==> src/rtl/receive_dispatcher.sv <==
// Inbound packet dispatcher: 2-entry receive FIFO feeding a read/handle/writeback
// sequencer that fetches device state, presents the packet to a handler and commits its update.
module receive_dispatcher #(
  parameter int ADDRESS_MEM_WIDTH = 32,
  parameter int PAYLOAD_WIDTH     = 64,
  parameter int STATE_WIDTH       = 128,
  parameter int TIMEOUT_CYCLES    = 255
) (
  input  logic                         clk,
  input  logic                         reset,
  input  logic [ADDRESS_MEM_WIDTH-1:0] address,
  input  logic                         net_valid,
  output logic                         net_ready,
  input  logic [ADDRESS_MEM_WIDTH-1:0] net_dest,
  input  logic [7:0]                   net_port_id,
  input  logic [7:0]                   net_edge_id,
  input  logic [PAYLOAD_WIDTH-1:0]     net_payload,
  output logic [PAYLOAD_WIDTH-1:0]     packet_in,
  output logic                         packet_in_valid,
  output logic                         receive_done,
  output logic [7:0]                   edge_id,
  output logic [7:0]                   port_id,
  input  logic                         packet_handled,
  output logic                         state_rd_en,
  input  logic [STATE_WIDTH-1:0]       state_rd_data,
  output logic [STATE_WIDTH-1:0]       read_state,
  input  logic [STATE_WIDTH-1:0]       write_state,
  input  logic                         write_state_valid,
  output logic                         state_wr_en,
  output logic [STATE_WIDTH-1:0]       state_wr_data,
  output logic [15:0]                  drop_count,
  output logic                         timeout_err
);

  localparam int PKT_W = PAYLOAD_WIDTH + 16;
  localparam int TW    = $clog2(TIMEOUT_CYCLES + 1);

  localparam logic [1:0] S_IDLE      = 2'd0;
  localparam logic [1:0] S_READ      = 2'd1;
  localparam logic [1:0] S_HANDLE    = 2'd2;
  localparam logic [1:0] S_WRITEBACK = 2'd3;

  logic [PKT_W-1:0]       fifo_q [2];
  logic                   wptr_q, wptr_d;
  logic                   rptr_q, rptr_d;
  logic [1:0]             cnt_q, cnt_d;
  logic [15:0]            drop_q, drop_d;

  logic [1:0]             state_q, state_d;
  logic [TW-1:0]          timer_q, timer_d;
  logic [PKT_W-1:0]       hold_q, hold_d;
  logic [STATE_WIDTH-1:0] rstate_q, rstate_d;
  logic [STATE_WIDTH-1:0] wdata_q, wdata_d;
  logic                   wpend_q, wpend_d;
  logic                   tout_q, tout_d;

  logic accept, push, drop, pop;

  // Packets for other addresses are consumed from the network but never stored
  assign net_ready = (cnt_q != 2'd2);
  assign accept    = net_valid & net_ready;
  assign push      = accept & (net_dest == address);
  assign drop      = accept & (net_dest != address);
  assign pop       = (state_q == S_IDLE) & (cnt_q != 2'd0);

  always_comb begin
    wptr_d = push ? ~wptr_q : wptr_q;
    rptr_d = pop  ? ~rptr_q : rptr_q;
    cnt_d  = cnt_q + {1'b0, push} - {1'b0, pop};
    drop_d = (drop && drop_q != 16'hFFFF) ? drop_q + 16'd1 : drop_q;
  end

  always_ff @(posedge clk) begin
    if (push) fifo_q[wptr_q] <= {net_port_id, net_edge_id, net_payload};
  end

  always_comb begin
    state_d  = state_q;
    timer_d  = timer_q;
    hold_d   = hold_q;
    rstate_d = rstate_q;
    wdata_d  = wdata_q;
    wpend_d  = wpend_q;
    tout_d   = tout_q;
    case (state_q)
      S_IDLE: begin
        if (pop) begin
          hold_d  = fifo_q[rptr_q];
          state_d = S_READ;
        end
      end
      S_READ: begin
        rstate_d = state_rd_data;
        timer_d  = '0;
        wpend_d  = 1'b0;
        state_d  = S_HANDLE;
      end
      S_HANDLE: begin
        if (packet_handled) begin
          state_d = S_WRITEBACK;
          if (write_state_valid) begin
            wpend_d = 1'b1;
            wdata_d = write_state;
          end
        end else if (timer_q == TW'(TIMEOUT_CYCLES - 1)) begin
          tout_d  = 1'b1;
          state_d = S_IDLE;
        end else begin
          timer_d = timer_q + 1'b1;
        end
      end
      S_WRITEBACK: begin
        wpend_d = 1'b0;
        state_d = S_IDLE;
      end
      default: state_d = S_IDLE;
    endcase
  end

  always_ff @(posedge clk or posedge reset) begin
    if (reset) begin
      wptr_q   <= 1'b0;
      rptr_q   <= 1'b0;
      cnt_q    <= 2'd0;
      drop_q   <= 16'd0;
      state_q  <= S_IDLE;
      timer_q  <= '0;
      hold_q   <= '0;
      rstate_q <= '0;
      wdata_q  <= '0;
      wpend_q  <= 1'b0;
      tout_q   <= 1'b0;
    end else begin
      wptr_q   <= wptr_d;
      rptr_q   <= rptr_d;
      cnt_q    <= cnt_d;
      drop_q   <= drop_d;
      state_q  <= state_d;
      timer_q  <= timer_d;
      hold_q   <= hold_d;
      rstate_q <= rstate_d;
      wdata_q  <= wdata_d;
      wpend_q  <= wpend_d;
      tout_q   <= tout_d;
    end
  end

  // The packet stays presented through writeback and drops on return to idle
  assign state_rd_en     = pop;
  assign packet_in       = hold_q[PAYLOAD_WIDTH-1:0];
  assign edge_id         = hold_q[PAYLOAD_WIDTH+7:PAYLOAD_WIDTH];
  assign port_id         = hold_q[PAYLOAD_WIDTH+15:PAYLOAD_WIDTH+8];
  assign packet_in_valid = (state_q == S_HANDLE) | (state_q == S_WRITEBACK);
  assign receive_done    = (state_q == S_HANDLE) & (timer_q == '0);
  assign read_state      = rstate_q;
  assign state_wr_en     = (state_q == S_WRITEBACK) & wpend_q;
  assign state_wr_data   = wdata_q;
  assign drop_count      = drop_q;
  assign timeout_err     = tout_q;

endmodule
==> config.mk <==
export PLATFORM = sky130hd
export DESIGN_NAME = receive_dispatcher
export DESIGN_NICKNAME = d
export VERILOG_FILES = /design/src/rtl/receive_dispatcher.sv
export SDC_FILE = /design/constraint.sdc
export NUM_CORES = 1
export LEC_CHECK = 0
export ABC_AREA = 1
export BUFFER_PORTS_ARGS = -buffer_cell sky130_fd_sc_hd__buf_2
export CORE_AREA = 2 2 300 302
export DETAILED_ROUTE_END_ITERATION = 8
export DIE_AREA = 0 0 302 304
export HOLD_SLACK_MARGIN = 0.12
export PLACE_DENSITY_LB_ADDON = 0.3
export SYNTH_ARGS = -nofsm -noshare
export SYNTH_HDL_FRONTEND = slang
export SYNTH_SLANG_ARGS = --single-unit
==> constraint.sdc <==
create_clock -name clk -period 11.7 [get_ports clk]
set_input_delay 1.755 -clock clk [delete_from_list [all_inputs] [get_ports clk]]
set_output_delay 1.755 -clock clk [all_outputs]
set_load 0.01 [all_outputs]
Word level (Yosys, flattened, before mapping) --
Memory sizes are Yosys's and may differ from the RTL's. A register that Yosys moved wholly into a read port is not among the register bits. Index checks and enable logic that the tools add are counted.
Cells by class: equal/unequal tests 14, $lt $le $gt $ge 0, muxes and demuxes 12, div/mod/pow operators 0, reduce and logical (&&, ||, !) cells 13, shifts and indexed selects 0, multipliers 0, bitwise gates (word level) 10, add/sub/neg operators 4
Operators by type and width (number):
- $eq A32 B32 Y1 | 1
- $ne A32 B32 Y1 | 1
- $add A16 B1 Y16 const B | 1
- $mux W8 | 2
- $ne A16 B16 Y1 const B | 1
- $pmux W8 S2 | 1
- $ne A2 B2 Y1 const B | 6
- $reduce_and A3 Y1 | 4
- $add A8 B1 Y8 const B | 1
- $eq A8 B8 Y1 const B | 1
- $logic_not A8 Y1 | 1
- $pmux W2 S4 | 1
- $and A1 B1 Y1 | 6
- $mux W2 | 3
- $reduce_bool A2 Y1 | 3
- $eq A2 B2 Y1 const B | 2
- $mux W1 | 4
- $reduce_and A2 Y1 | 2
- $ne A3 B3 Y1 const B | 1
- $not A1 Y1 | 3
- $add A2 B1 Y2 | 1
- $eq A2 B1 Y1 const B | 1
- $logic_not A2 Y1 | 1
- $pmux W1 S2 | 1
- other kinds (4) | 4
Storage, ports and cells: word-level logic and storage cells 64, latch bits 0, bits in read-only memories 0, output and inout port bits 358, memories kept 1, bits in registers 288, bits in writable memories 160, bits of input ports 405
Memories:
- fifo_q | depth 2, width 80, rd ports 1, clocked after memory_dff 1, wr ports 1, line 43 | logic [PKT_W-1:0] fifo_q [2];

Longest topological paths before layout --
Gate-level depths: netlist (run 1).
depth after elaboration 5, gate-level depth with buffers 12, depth with buffers taken out 12

Worst setup path after synthesis (run 1) --
No wires, ideal clock.
path type input -> register, start input port address[20], end memory fifo_q[1][0] in the netlist's numbering (enable), library setup time 0.519 ns, path slack 5.460 ns, path buffers 0, data arrival time 5.721 ns, stages 7, cell sequence xnor2_1 > nand2_1 > nor2_1 > nand2_1 > nor2_1 > nand3_1 > nor2_1
On the way: word-level cells in the longest chain between the ends 4
Ends and longest elaborated chain:
- from (decl) | line 11 | input logic [ADDRESS_MEM_WIDTH-1:0] address,
- $eq A32 B32 Y1 | line 62 | assign push = accept & (net_dest == address);
- $and A1 B1 Y1 | line 62
- $mux W1 | line 74 | if (push) fifo_q[wptr_q] <= {net_port_id, net_edge_id, net_payload};
- $mux W1 (implied by the code) | line 74
- to (decl) | line 43
Every way passes these cells.

Worst setup path after layout (run 1) --
start input port address[13], end memory fifo_q[1][12] in the netlist's numbering (enable)
Same word-level chain as after synthesis.

==> impl_metrics.sql, run 1 <==
INSERT INTO impl_metrics (metric_group, metric, value, unit) VALUES
('setup_path', 'crit_chain', 'buf_2, xnor2_1, nand2_1, nor2_1, nand2_1, nor2_1, nand3_1, nor2_4, buf_4', ''),
('floorplan', 'coreArea', '89050', 'µm²'),
('finish', 'proportion_of_layout_cells_with_a_drive_suffix_above_1', '0.3617', ''),
('synthesis', 'synthesis.area_per_instance', '11.71', 'µm²'),
('clocking', 'clock_sinks', '528', ''),
('global_routing', 'overflow', '0', ''),
('synthesis', 'synthArstFlopShare', '0.6970', ''),
('place', 'worst_slack_placed', '6874', 'ps'),
('min_path', 'hold_critical_path_depth', '2', ''),
('clocking', 'tritoncts', 'done', ''),
('sta', 'post-route-worst-setup-slack', '7629', 'ps'),
('min_path', 'hold_path_startpoint', 'read_state[41]', ''),
('power', 'power.density_cell_area', '224.5', 'nW/µm²'),
('sta', 'min_period_over_period', '0.3479', ''),
('setup_path', 'critical_path.reg2reg.startpoint', 'cnt_q[1]', ''),
('sta', 'slew_violations', '0', ''),
('floorplan', 'die-height', '304', 'µm'),
('synthesis', 'postSynthNetCount', '2132', ''),
('global_routing', 'largest_net_degree_at_the_start_of_global_routing', '150', ''),
('route', 'drt_first_pass_iters', '5', ''),
('synthesis', 'synth-edff-count', '160', ''),
('synthesis', 'yosys-top-cells-area', 'dfrtp_1 46%, edfxtp_1 24%, nand2_1 12%', ''),
('sta', 'worst_slew_pin_slew', '1027', 'ps'),
('clocking', 'postCtsResizedCells', '0', ''),
('route', 'via_density_per_instance', '4.067', ''),
('global_routing', 'first_global_vias', '14805', ''),
('sta', 'hold_slack', '462.0', 'ps'),
('sta', 'max_clock_freq', '0.2457', 'GHz'),
('clocking', 'cts-buffers-inserted', '60', ''),
('synthesis', 'synth.distinct_cells', '33', ''),
('clocking', 'h-tree-depth', '2', ''),
('setup_path', 'reg2regPathDepth', '6', ''),
('status', 'outcome', 'finished clean', ''),
('floorplan', 'die-width', '302', 'µm'),
('sta', 'endpoints_failing_setup', '0', ''),
('setup_path', 'arrival', '4310', 'ps'),
('floorplan', 'std_cell_rows', '110', ''),
('sta', 'final.min_clock_period', '4071', 'ps'),
('setup_path', 'required', '11940', 'ps'),
('sta', 'worst_clock_skew', '14.66', 'ps'),
('synthesis', 'synthesis_stage_register_bit_count', '528', ''),
('power', 'irDropWorstVdd', '0.1458', 'mV'),
('synthesis', 'seq_area_frac_synth', '0.6952', ''),
('route', 'starting_drt_drc_count', '975', ''),
('finish', 'flow.area_growth_from_synthesis', '35.11', '%'),
('setup_path', 'setup.worst_path.start_class', 'primary input', ''),
('floorplan', 'initial_utilization', '0.2264', ''),
('min_path', 'min_path_type', 'register to register', ''),
('setup_path', 'timing.reg2reg.setup_slack', '8500', 'ps'),
('route', 'drt_wl_total', '69020', 'µm'),
('setup_path', 'worstPathMaxFanout', '59', ''),
('global_routing', 'grt_util_all_layers', '0.1453', ''),
('finish', 'num-nets-final', '2890', ''),
('synthesis', 'synthMostInstantiatedCell', 'nand2_1', ''),
('route', 'detail-route-antenna-nets', '0', ''),
('route', 'routedWlPerCell', '18.58', 'µm'),
('job', 'timing.max_cap.violations', '0', ''),
('floorplan', 'die_area', '91810', 'µm²'),
('sta', 'tns', '0', 'ps'),
('synthesis', 'yosys_warnings', '0', ''),
('clocking', 'cts-hold-fix-buffers', '0', ''),
('synthesis', 'synth_largest_type_area_fraction', '0.4569', ''),
('clocking', 'post_cts.repair.setup_buffers', '0', ''),
('setup_path', 'critical_path.max_stage_delay', '770', 'ps'),
('synthesis', 'synthFlopType', 'dfrtp_1', ''),
('clocking', 'clock_tree.root_cell', 'clkbuf_16', ''),
('min_path', 'hold-path-endpoint', 'read_state[41]', ''),
('synthesis', 'top_cell_types_by_occurrence_after_synthesis', '641 x nand2_1, 368 x dfrtp_1, 160 x edfxtp_1', ''),
('sta', 'finalHoldViolCount', '0', ''),
('sta', 'slew-limit-headroom', '0.3154', ''),
('clocking', 'worstSkewPairLatency', '620', 'ps');
[worst max-delay path by stage]
stage / from / to / slack [ps]
finish: address[13] / fifo_q[1][12] / 7630
global route: address[13] / fifo_q[1][12] / 7300
CTS: address[13] / fifo_q[1][10] / 7550
detailed placement: address[13] / fifo_q[1][11] / 6870
global placement: address[11] / fifo_q[1][11] / 6940
floorplan: reset / cnt_q[0] / 5010
[cell type report]
type | instances | area (µm²)
fillers | 9303 | 61810
flip-flops and latches | 528 | 14010
multi-input cells | 1074 | 5658
repair buffers | 777 | 3939
clock buffers | 93 | 1777
well taps | 1176 | 1471
clock inverters | 17 | 195.2
inverters | 38 | 152.6
diodes | 11 | 27.53
[kinds of logic after synthesis]
group	count (synthesis)	share of synthesized area
AOI/OAI and AO/OA	93	0.02843
xor gates and xnor gates	45	0.01955
adders and majority gates	6	0.003724
buffers and inverters	119	0.02545
DFF	528	0.6952
muxes	128	0.07151
and+or+nand+nor	802	0.1561
[critical path: cells and delay by family]
kind | cells | cell delay (ps)
xor+xnor | 1 | 150
buf+inv | 2 | 870
simple gates | 6 | 1440
[stage by stage]
step           utilization  std cells
3_3_place_gp        0.2834       3593
6_report            0.3058       3714
3_5_place_dp        0.2834       3593
2_1_floorplan            -       1721
5_1_grt             0.3057       3708
4_1_cts             0.3055       3703
[per-layer routing]
metal	GRT usage	vias to the layer above	part of all wire
met5	0	-	0.0017
met4	0.05929	18	0.043
met3	0.05847	165	0.096
met2	0.2570	574	0.50
met1	0.1519	7114	0.36
li1	-	7233	-
[sequential cells by signal (all words and copies together), names as in the netlist, 2 cells and up]
signal,cells
drop_count,16
fifo_q,160
state_wr_data,128
read_state,128
cnt_q,2
timer_q,8
state_q,2
hold_q,80
[power by group]
part | internal [µW] | switching, µW
logic | 645 | 981
registers | 2360 | 237
clock network | 1120 | 764
total | 4130 | 1980
[layout by cell type, fill, tap and decap left out, types with 3 or more instances in the layout]
cell type,count
nand4_1,21
clkinv_2,8
inv_1,31
nand2_2,3
clkbuf_8,13
xnor2_1,34
buf_2,762
xor2_1,11
mux2_1,100
clkbuf_1,19
dfrtp_1,367
bufinv_16,4
nor2_4,4
nand3_1,13
o21ai_0,8
ha_1,6
clkbuf_16,61
a31oi_1,80
nor2_1,105
nor3_1,7
edfxtp_1,160
diode_2,11
clkinvlp_4,3
buf_4,14
nand2_1,641
mux2_2,28
clkinv_1,3
No activity file was read; power rests on OpenSTA's default activity.
==> run 2: changes to the inputs <==
--- a/config.mk
+++ b/config.mk
@@ -7,9 +7,9 @@
 export LEC_CHECK = 0
 export ABC_AREA = 1
 export BUFFER_PORTS_ARGS = -buffer_cell sky130_fd_sc_hd__buf_2
-export CORE_AREA = 2 2 300 302
+export CORE_AREA = 2 2 293 295
 export DETAILED_ROUTE_END_ITERATION = 8
-export DIE_AREA = 0 0 302 304
+export DIE_AREA = 0 0 295 297
 export HOLD_SLACK_MARGIN = 0.12
 export PLACE_DENSITY_LB_ADDON = 0.3
 export SYNTH_ARGS = -nofsm -noshare
==> constraint.sdc (replaced) <==
create_clock -name clk -period 4 [get_ports clk]
set_input_delay 0.6 -clock clk [delete_from_list [all_inputs] [get_ports clk]]
set_output_delay 0.6 -clock clk [all_outputs]
set_load 0.01 [all_outputs]
==> run 2 against run 1 <==
Setup slack worse by 6500 ps. Sequential share of layout area is 0.29 points lower. Count of clock-buffer cells in the layout is 11 lower. Utilization is 1.8 points higher. Highest routed layer unchanged. Final area is 0.57% higher. Register-to-register slack worse by 7200 ps. Sequential power grew to 2.9 times the previous value. Cell count is 0.38% lower. Global-route usage is 0.33 points higher. Critical path depth is 5 lower. Hold slack worse by 290 ps. Combinational power grew to 2.9 times the previous value.
==> impl_metrics.sql, run 2 (synthesis results as in run 1) <==
INSERT INTO impl_metrics (metric_group, metric, value, unit) VALUES
('finish', 'proportion_of_layout_cells_with_a_drive_suffix_above_1', '0.3666', ''),
('route', 'via_density_per_instance', '4.100', ''),
('sta', 'worst_clock_skew', '18.82', 'ps'),
('sta', 'max_clock_freq', '0.3453', 'GHz'),
('clocking', 'cts-buffers-inserted', '59', ''),
('floorplan', 'die_area', '87620', 'µm²'),
('job', 'timing.max_cap.violations', '0', ''),
('min_path', 'min_path_type', 'primary input to register', ''),
('clocking', 'clk_path_buf_depth', '3', ''),
('setup_path', 'timing.reg2reg.setup_slack', '1320', 'ps'),
('route', 'dr_total_vias', '15170', ''),
('clocking', 'clock_sinks', '528', ''),
('sta', 'final.min_clock_period', '2896', 'ps'),
('global_routing', 'overflow', '0', ''),
('setup_path', 'arrival', '2300', 'ps'),
('power', 'irDropWorstVdd', '0.3705', 'mV'),
('place', 'detailed_place_hpwl', '51410', 'µm'),
('setup_path', 'crit_path_end_kind', 'primary output', ''),
('finish', 'top_register', 'fifo_q', ''),
('place', 'dp_cells', '3578', ''),
('global_routing', 'first_global_vias', '14906', ''),
('route', 'detail-route-antenna-nets', '0', ''),
('sta', 'min_period_over_period', '0.7240', ''),
('power', 'power.leakage', '0.01340', 'µW'),
('global_routing', 'grt_first_pass_wirelength', '97500', 'µm'),
('sta', 'slew-limit-headroom', '0.3319', ''),
('global_routing', 'grt_util_all_layers', '0.1486', ''),
('sta', 'finalHoldViolCount', '0', ''),
('finish', 'multi_input_area', '5658', 'µm²'),
('finish', 'num-nets-final', '2907', ''),
('floorplan', 'die-height', '297', 'µm'),
('setup_path', 'timing_worst_setup_path_type', 'register to primary output', ''),
('power', 'power.density_cell_area', '647.2', 'nW/µm²'),
('route', 'routedWlPerCell', '18.18', 'µm'),
('floorplan', 'ios', '763', ''),
('setup_path', 'setup.worst_path.start_class', 'register', ''),
('finish', 'fillCellCount', '8701', ''),
('place', 'gpl.final_weighted_congestion', '0.8237', ''),
('place', 'port_buffers', '762', ''),
('clocking', 'clock_slew_at_the_register_clock_pins_of_the_worst_setup_and_hold_paths', '60', 'ps'),
('clocking', 'worstSkewPairLatency', '620', 'ps'),
('status', 'outcome', 'finished clean', ''),
('sta', 'grt_setup_unrepaired', 'false', ''),
('sta', 'worst_slew_pin_slew', '1002', 'ps'),
('clocking', 'clock_tree.root_cell', 'clkbuf_16', ''),
('finish', 'storage_element_area', '14010', 'µm²'),
('route', 'drt_wl_total', '67270', 'µm'),
('floorplan', 'coreArea', '84480', 'µm²'),
('finish', 'final_cell_mix', '762 x buf_2, 641 x nand2_1, 367 x dfrtp_1, 160 x edfxtp_1, 105 x nor2_1', ''),
('clocking', 'tritoncts', 'done', ''),
('finish', 'stdcell_count', '3700', ''),
('setup_path', 'required', '3400', 'ps'),
('setup_path', 'worstPathMaxFanout', '53', ''),
('clocking', 'h-tree-depth', '2', ''),
('route', 'drt_first_pass_iters', '5', ''),
('global_routing', 'largest_net_degree_at_the_start_of_global_routing', '117', ''),
('finish', 'mostFrequentLayoutCell', 'buf_2', ''),
('floorplan', 'std_cell_rows', '107', ''),
('finish', 'largest_register_ffs', '160', ''),
('floorplan', 'initial_utilization', '0.2386', ''),
('finish', 'flow.area_growth_from_synthesis', '35.88', '%'),
('sta', 'post-route-worst-setup-slack', '1104', 'ps'),
('sta', 'slew_violations', '0', ''),
('sta', 'endpoints_failing_setup', '0', ''),
('route', 'starting_drt_drc_count', '695', ''),
('route', 'drc_errors', '0', ''),
('place', 'worst_slack_placed', '780.5', 'ps'),
('global_routing', 'grt_antenna_before_repair', '37', ''),
('floorplan', 'die-width', '295', 'µm');
[run 2: cell count changes in the layout (fill, tap and decap cells not counted), sizes merged]
cell and change:
buf +17, clkbuf -11, clkinv +8, diode +3, clkinvlp +1, dlygate4sd3 +1, inv -1
[run 2: stage by stage]
step	TNS (ps)	hold slack (ps)	cell area (µm²)	utilization	power, µW
global placement	0	448.8	25410	0.3008	12470
global route	0	131.7	27380	0.3241	18800
finish	0	168.7	27390	0.3242	17730
detailed placement	0	452.6	25410	0.3008	12550
floorplan	-566050	441.9	20160	-	10060
CTS	0	121.0	27360	0.3238	18000
[run 2: cell type report]
type,instances,area share
flip-flops and latches,528,0.5117
multi-input cells,1074,0.2066
repair buffers,795,0.1520
clock buffers,82,0.06071
well taps,1144,0.05226
clock inverters,25,0.009913
inverters,38,0.005573
diodes,14,0.001279
[run 2: repair_timing]
item	CTS	global route
hold buffers	1	0
endpoints found under the setup margin	0	0
endpoints found under the hold margin	17	0
gates resized for setup	0	0
setup buffers	0	0
[run 2: path summary, 6_finish.rpt]
path	end	startpoint	depth (start not counted)
min reg2reg	read_state[62]	read_state[62]	2
max in group asynchronous	hold_q[26]	reset	5
max	state_rd_en	cnt_q[1]	4
max reg2reg	fifo_q[0][21]	cnt_q[1]	7
min in group asynchronous	read_state[1]	reset	3
min	fifo_q[0][65]	net_edge_id[1]	1
[run 2: power by group]
part | internal (µW) | switching [µW] | total, µW
clock network | 3150 | 2220 | 5370
registers | 6910 | 688 | 7600
logic | 1910 | 2850 | 4760
[run 2: routing by layer]
metal	share of wire	wire [µm]	global-route usage
met5	0.00089	60	0
met4	0.051	3459	0.07665
met3	0.089	5998	0.05140
met2	0.49	32860	0.2539
met1	0.37	24890	0.1622
[run 2: worst max-delay path, stage by stage, from the launching register on]
cell	delay, ps
dfrtp_1	370
or2_2	280
nand2_1	300
inv_4	480
buf_2	230
==> run 3: changes to the inputs <==
--- a/config.mk
+++ b/config.mk
@@ -5,11 +5,11 @@
 export SDC_FILE = /design/constraint.sdc
 export NUM_CORES = 1
 export LEC_CHECK = 0
-export ABC_AREA = 1
+export ABC_AREA = 0
 export BUFFER_PORTS_ARGS = -buffer_cell sky130_fd_sc_hd__buf_2
-export CORE_AREA = 2 2 293 295
+export CORE_AREA = 2 2 299 301
 export DETAILED_ROUTE_END_ITERATION = 8
-export DIE_AREA = 0 0 295 297
+export DIE_AREA = 0 0 301 303
 export HOLD_SLACK_MARGIN = 0.12
 export PLACE_DENSITY_LB_ADDON = 0.3
 export SYNTH_ARGS = -nofsm -noshare
==> constraint.sdc (replaced) <==
create_clock -name clk -period 2.9 [get_ports clk]
set_input_delay 0.435 -clock clk [delete_from_list [all_inputs] [get_ports clk]]
set_output_delay 0.435 -clock clk [all_outputs]
set_load 0.01 [all_outputs]
==> run 3 against run 2 <==
Hold slack gained 190 ps. Clock skew grew 1.5 ps. Die area grew 4.1%. Global-route usage shrank 0.84 points. Via count grew 4.4%. Critical path depth grew 3. Cell count grew 4.5%. Final area grew 12%. Utilization grew 2.6 points. Wire length shrank 0.25%. Sequential power grew 39%. Largest cell class unchanged. Highest routed layer unchanged.
==> impl_metrics.sql, run 3 <==
INSERT INTO impl_metrics (metric_group, metric, value, unit) VALUES
('status', 'outcome', 'finished clean', ''),
('sta', 'finalHoldViolCount', '0', ''),
('route', 'drt_wl_total', '67100', 'µm'),
('clocking', 'cts-hold-fix-buffers', '338', ''),
('clocking', 'clock_sinks', '528', ''),
('finish', 'fillCellCount', '8697', ''),
('synthesis', 'synth.mux.area_fraction', '0.1152', ''),
('floorplan', 'initial_utilization', '0.2256', ''),
('global_routing', 'grt_antenna_before_repair', '16', ''),
('min_path', 'hold_path_startpoint', 'net_dest[26]', ''),
('finish', 'flow.area_growth_from_synthesis', '55.15', '%'),
('route', 'drc_errors', '0', ''),
('synthesis', 'top_cell_types_by_occurrence_after_synthesis', '395 x nand2_1, 368 x dfrtp_1, 160 x edfxtp_1', ''),
('clocking', 'h-tree-depth', '2', ''),
('route', 'dr_total_vias', '15838', ''),
('setup_path', 'timing.reg2reg.setup_slack', '810', 'ps'),
('place', 'detailed_place_hpwl', '49660', 'µm'),
('min_path', 'hold_critical_path_depth', '6', ''),
('synthesis', 'synth_compound_gate_area_share', '0.02490', ''),
('sta', 'hold_slack', '356.7', 'ps'),
('synthesis', 'syn_area', '19850', 'µm²'),
('route', 'via_density_per_instance', '4.096', ''),
('synthesis', 'synthFlopType', 'dfrtp_1', ''),
('floorplan', 'ios', '763', ''),
('finish', 'mostFrequentLayoutCell', 'buf_2', ''),
('global_routing', 'largest_net_degree_at_the_start_of_global_routing', '95', ''),
('synthesis', 'synth_top_family_by_area', 'multiplexers', ''),
('setup_path', 'arrival', '2190', 'ps'),
('synthesis', 'synthesis_stage_register_bit_count', '528', ''),
('synthesis', 'yosys-top-cells-area', 'dfrtp_1 46%, edfxtp_1 24%, nand2_1 7.5%', ''),
('floorplan', 'std_cell_rows', '109', ''),
('clocking', 'post_cts.repair.setup_buffers', '0', ''),
('power', 'power.density_cell_area', '808.2', 'nW/µm²'),
('setup_path', 'timing_worst_setup_path_type', 'register to primary output', ''),
('clocking', 'cts-buffers-inserted', '58', ''),
('synthesis', 'synthMostInstantiatedCell', 'nand2_1', ''),
('min_path', 'min_path_type', 'primary input to register', ''),
('finish', 'final_cell_mix', '762 x buf_2, 395 x nand2_1, 367 x dfrtp_1, 338 x dlygate4sd3_1, 160 x edfxtp_1', ''),
('sta', 'min_period_over_period', '0.9038', ''),
('sta', 'worst_slew_pin_slew', '717.2', 'ps'),
('finish', 'num-nets-final', '3055', ''),
('clocking', 'clock_slew_at_the_register_clock_pins_of_the_worst_setup_and_hold_paths', '70', 'ps'),
('synthesis', 'synthesis.area_per_instance', '13.12', 'µm²'),
('synthesis', 'synth.distinct_cells', '35', ''),
('global_routing', 'grt_util_all_layers', '0.1403', ''),
('sta', 'worst_clock_skew', '20.27', 'ps'),
('clocking', 'worstSkewPairLatency', '620', 'ps'),
('synthesis', 'synth-edff-count', '160', ''),
('route', 'drt_first_pass_iters', '6', ''),
('setup_path', 'reg2regPathDepth', '8', ''),
('global_routing', 'overflow', '0', ''),
('power', 'irDropWorstVdd', '0.4673', 'mV'),
('route', 'starting_drt_drc_count', '854', ''),
('synthesis', 'yosys_warnings', '0', ''),
('sta', 'slew-limit-headroom', '0.5219', ''),
('sta', 'slew_violations', '0', ''),
('min_path', 'hold-path-endpoint', 'wptr_q', ''),
('setup_path', 'end_of_the_worst_register_to_register_path', 'timer_q[7]', ''),
('floorplan', 'die_area', '91200', 'µm²'),
('sta', 'tns', '0', 'ps'),
('setup_path', 'worstPathMaxFanout', '4', ''),
('synthesis', 'synth_adder_area_share', '0.003783', ''),
('sta', 'grt_setup_unrepaired', 'false', ''),
('setup_path', 'setup.worst_path.start_class', 'register', ''),
('synthesis', 'postSynthNetCount', '1924', ''),
('clocking', 'postCtsResizedCells', '0', ''),
('setup_path', 'crit_path_end_kind', 'primary output', ''),
('route', 'detail-route-antenna-nets', '0', ''),
('job', 'timing.max_cap.violations', '0', ''),
('synthesis', 'synthArstFlopShare', '0.6970', ''),
('clocking', 'clock_tree.root_cell', 'clkbuf_16', ''),
('floorplan', 'coreArea', '87970', 'µm²'),
('place', 'gpl.final_weighted_congestion', '0.8608', ''),
('sta', 'max_clock_freq', '0.3815', 'GHz'),
('clocking', 'clk_path_buf_depth', '3', ''),
('route', 'routedWlPerCell', '17.35', 'µm'),
('synthesis', 'synthCells', '1513', ''),
('synthesis', 'synth-xor-area-share', '0.02207', ''),
('floorplan', 'die-width', '301', 'µm'),
('setup_path', 'critical_path.reg2reg.startpoint', 'timer_q[0]', ''),
('power', 'power.leakage', '0.01444', 'µW'),
('finish', 'top_register', 'fifo_q', ''),
('synthesis', 'synth_largest_type_area_fraction', '0.4640', ''),
('sta', 'final.min_clock_period', '2621', 'ps'),
('global_routing', 'first_global_vias', '16709', ''),
('finish', 'proportion_of_layout_cells_with_a_drive_suffix_above_1', '0.3917', ''),
('global_routing', 'grt_first_pass_wirelength', '98590', 'µm'),
('place', 'port_buffers', '762', ''),
('synthesis', 'area_share_of_and_or_nand_nor_cells_after_synthesis', '0.1107', ''),
('synthesis', 'synth_top_cell_by_area', 'dfrtp_1', ''),
('setup_path', 'required', '2470', 'ps'),
('clocking', 'tritoncts', 'done', ''),
('floorplan', 'die-height', '303', 'µm'),
('synthesis', 'seq_area_frac_synth', '0.7061', ''),
('sta', 'endpoints_failing_setup', '0', ''),
('finish', 'largest_register_ffs', '160', '');
## run 3: final cells by class
cell class | count | area (µm²) | share of cell area
diodes | 11 | 27.53 | 0.0008940
clock buffers | 69 | 1574 | 0.05112
clock inverters | 38 | 380.4 | 0.01235
inverters | 7 | 30.03 | 0.0009753
multi-input cells | 904 | 5555 | 0.1804
flip-flops and latches | 528 | 14020 | 0.4553
well taps | 1165 | 1458 | 0.04734
repair buffers | 1145 | 7747 | 0.2516
## run 3: where the power goes
part	switching [µW]	internal (µW)	leakage, µW
logic	3670	3110	0.00741
registers	1040	9550	0.00608
clock network	3160	4350	0.000957
## run 3: logic make-up after synthesis
| logic type | count (synthesis) |
|---|---|
| buf+inv | 81 |
| mux | 212 |
| compound gates | 94 |
| fa+ha+maj | 6 |
| xor+xnor | 50 |
| simple gates | 542 |
| flops | 528 |
## run 3: critical path: stages (launching register included)
cell and delay [ps]:
dfrtp_1 410, inv_1 90, ha_1 150, nor4b_1 290, nand2_1 110, nor4_1 200
buf_4 180, buf_2 150
## run 3: stage by stage
stage	util	power (µW)	instances	worst slack, ps	instance area, µm²
after detailed placement	0.2890	17190	3411	354.2	25420
after global routing	0.3500	26300	3867	162.5	30790
after global placement	0.2890	17030	3411	406.1	25420
after CTS	0.3497	25210	3856	250.5	30760
final	0.3500	24880	3867	279.0	30790
after floorplan	-	13820	1513	-2473	19880
## run 3: how the worst max path moves through the flow
| stage | startpoint | end | slack (ps) | depth (start not counted) |
|---|---|---|---|---|
| after floorplan | reset | cnt_q[0] | -2470 | 1 |
| after global placement | address[20] | fifo_q[1][17] | 410 | 8 |
| after detailed placement | address[24] | fifo_q[0][17] | 350 | 8 |
| after CTS | timer_q[0] | receive_done | 250 | 7 |
| after global routing | timer_q[1] | receive_done | 160 | 7 |
| final | timer_q[0] | receive_done | 280 | 7 |
## run 3: routing by layer
layer,track usage,share of wire
met5,0,0.00040
met2,0.2471,0.50
met1,0.1547,0.38
met4,0.06065,0.041
met3,0.04547,0.081
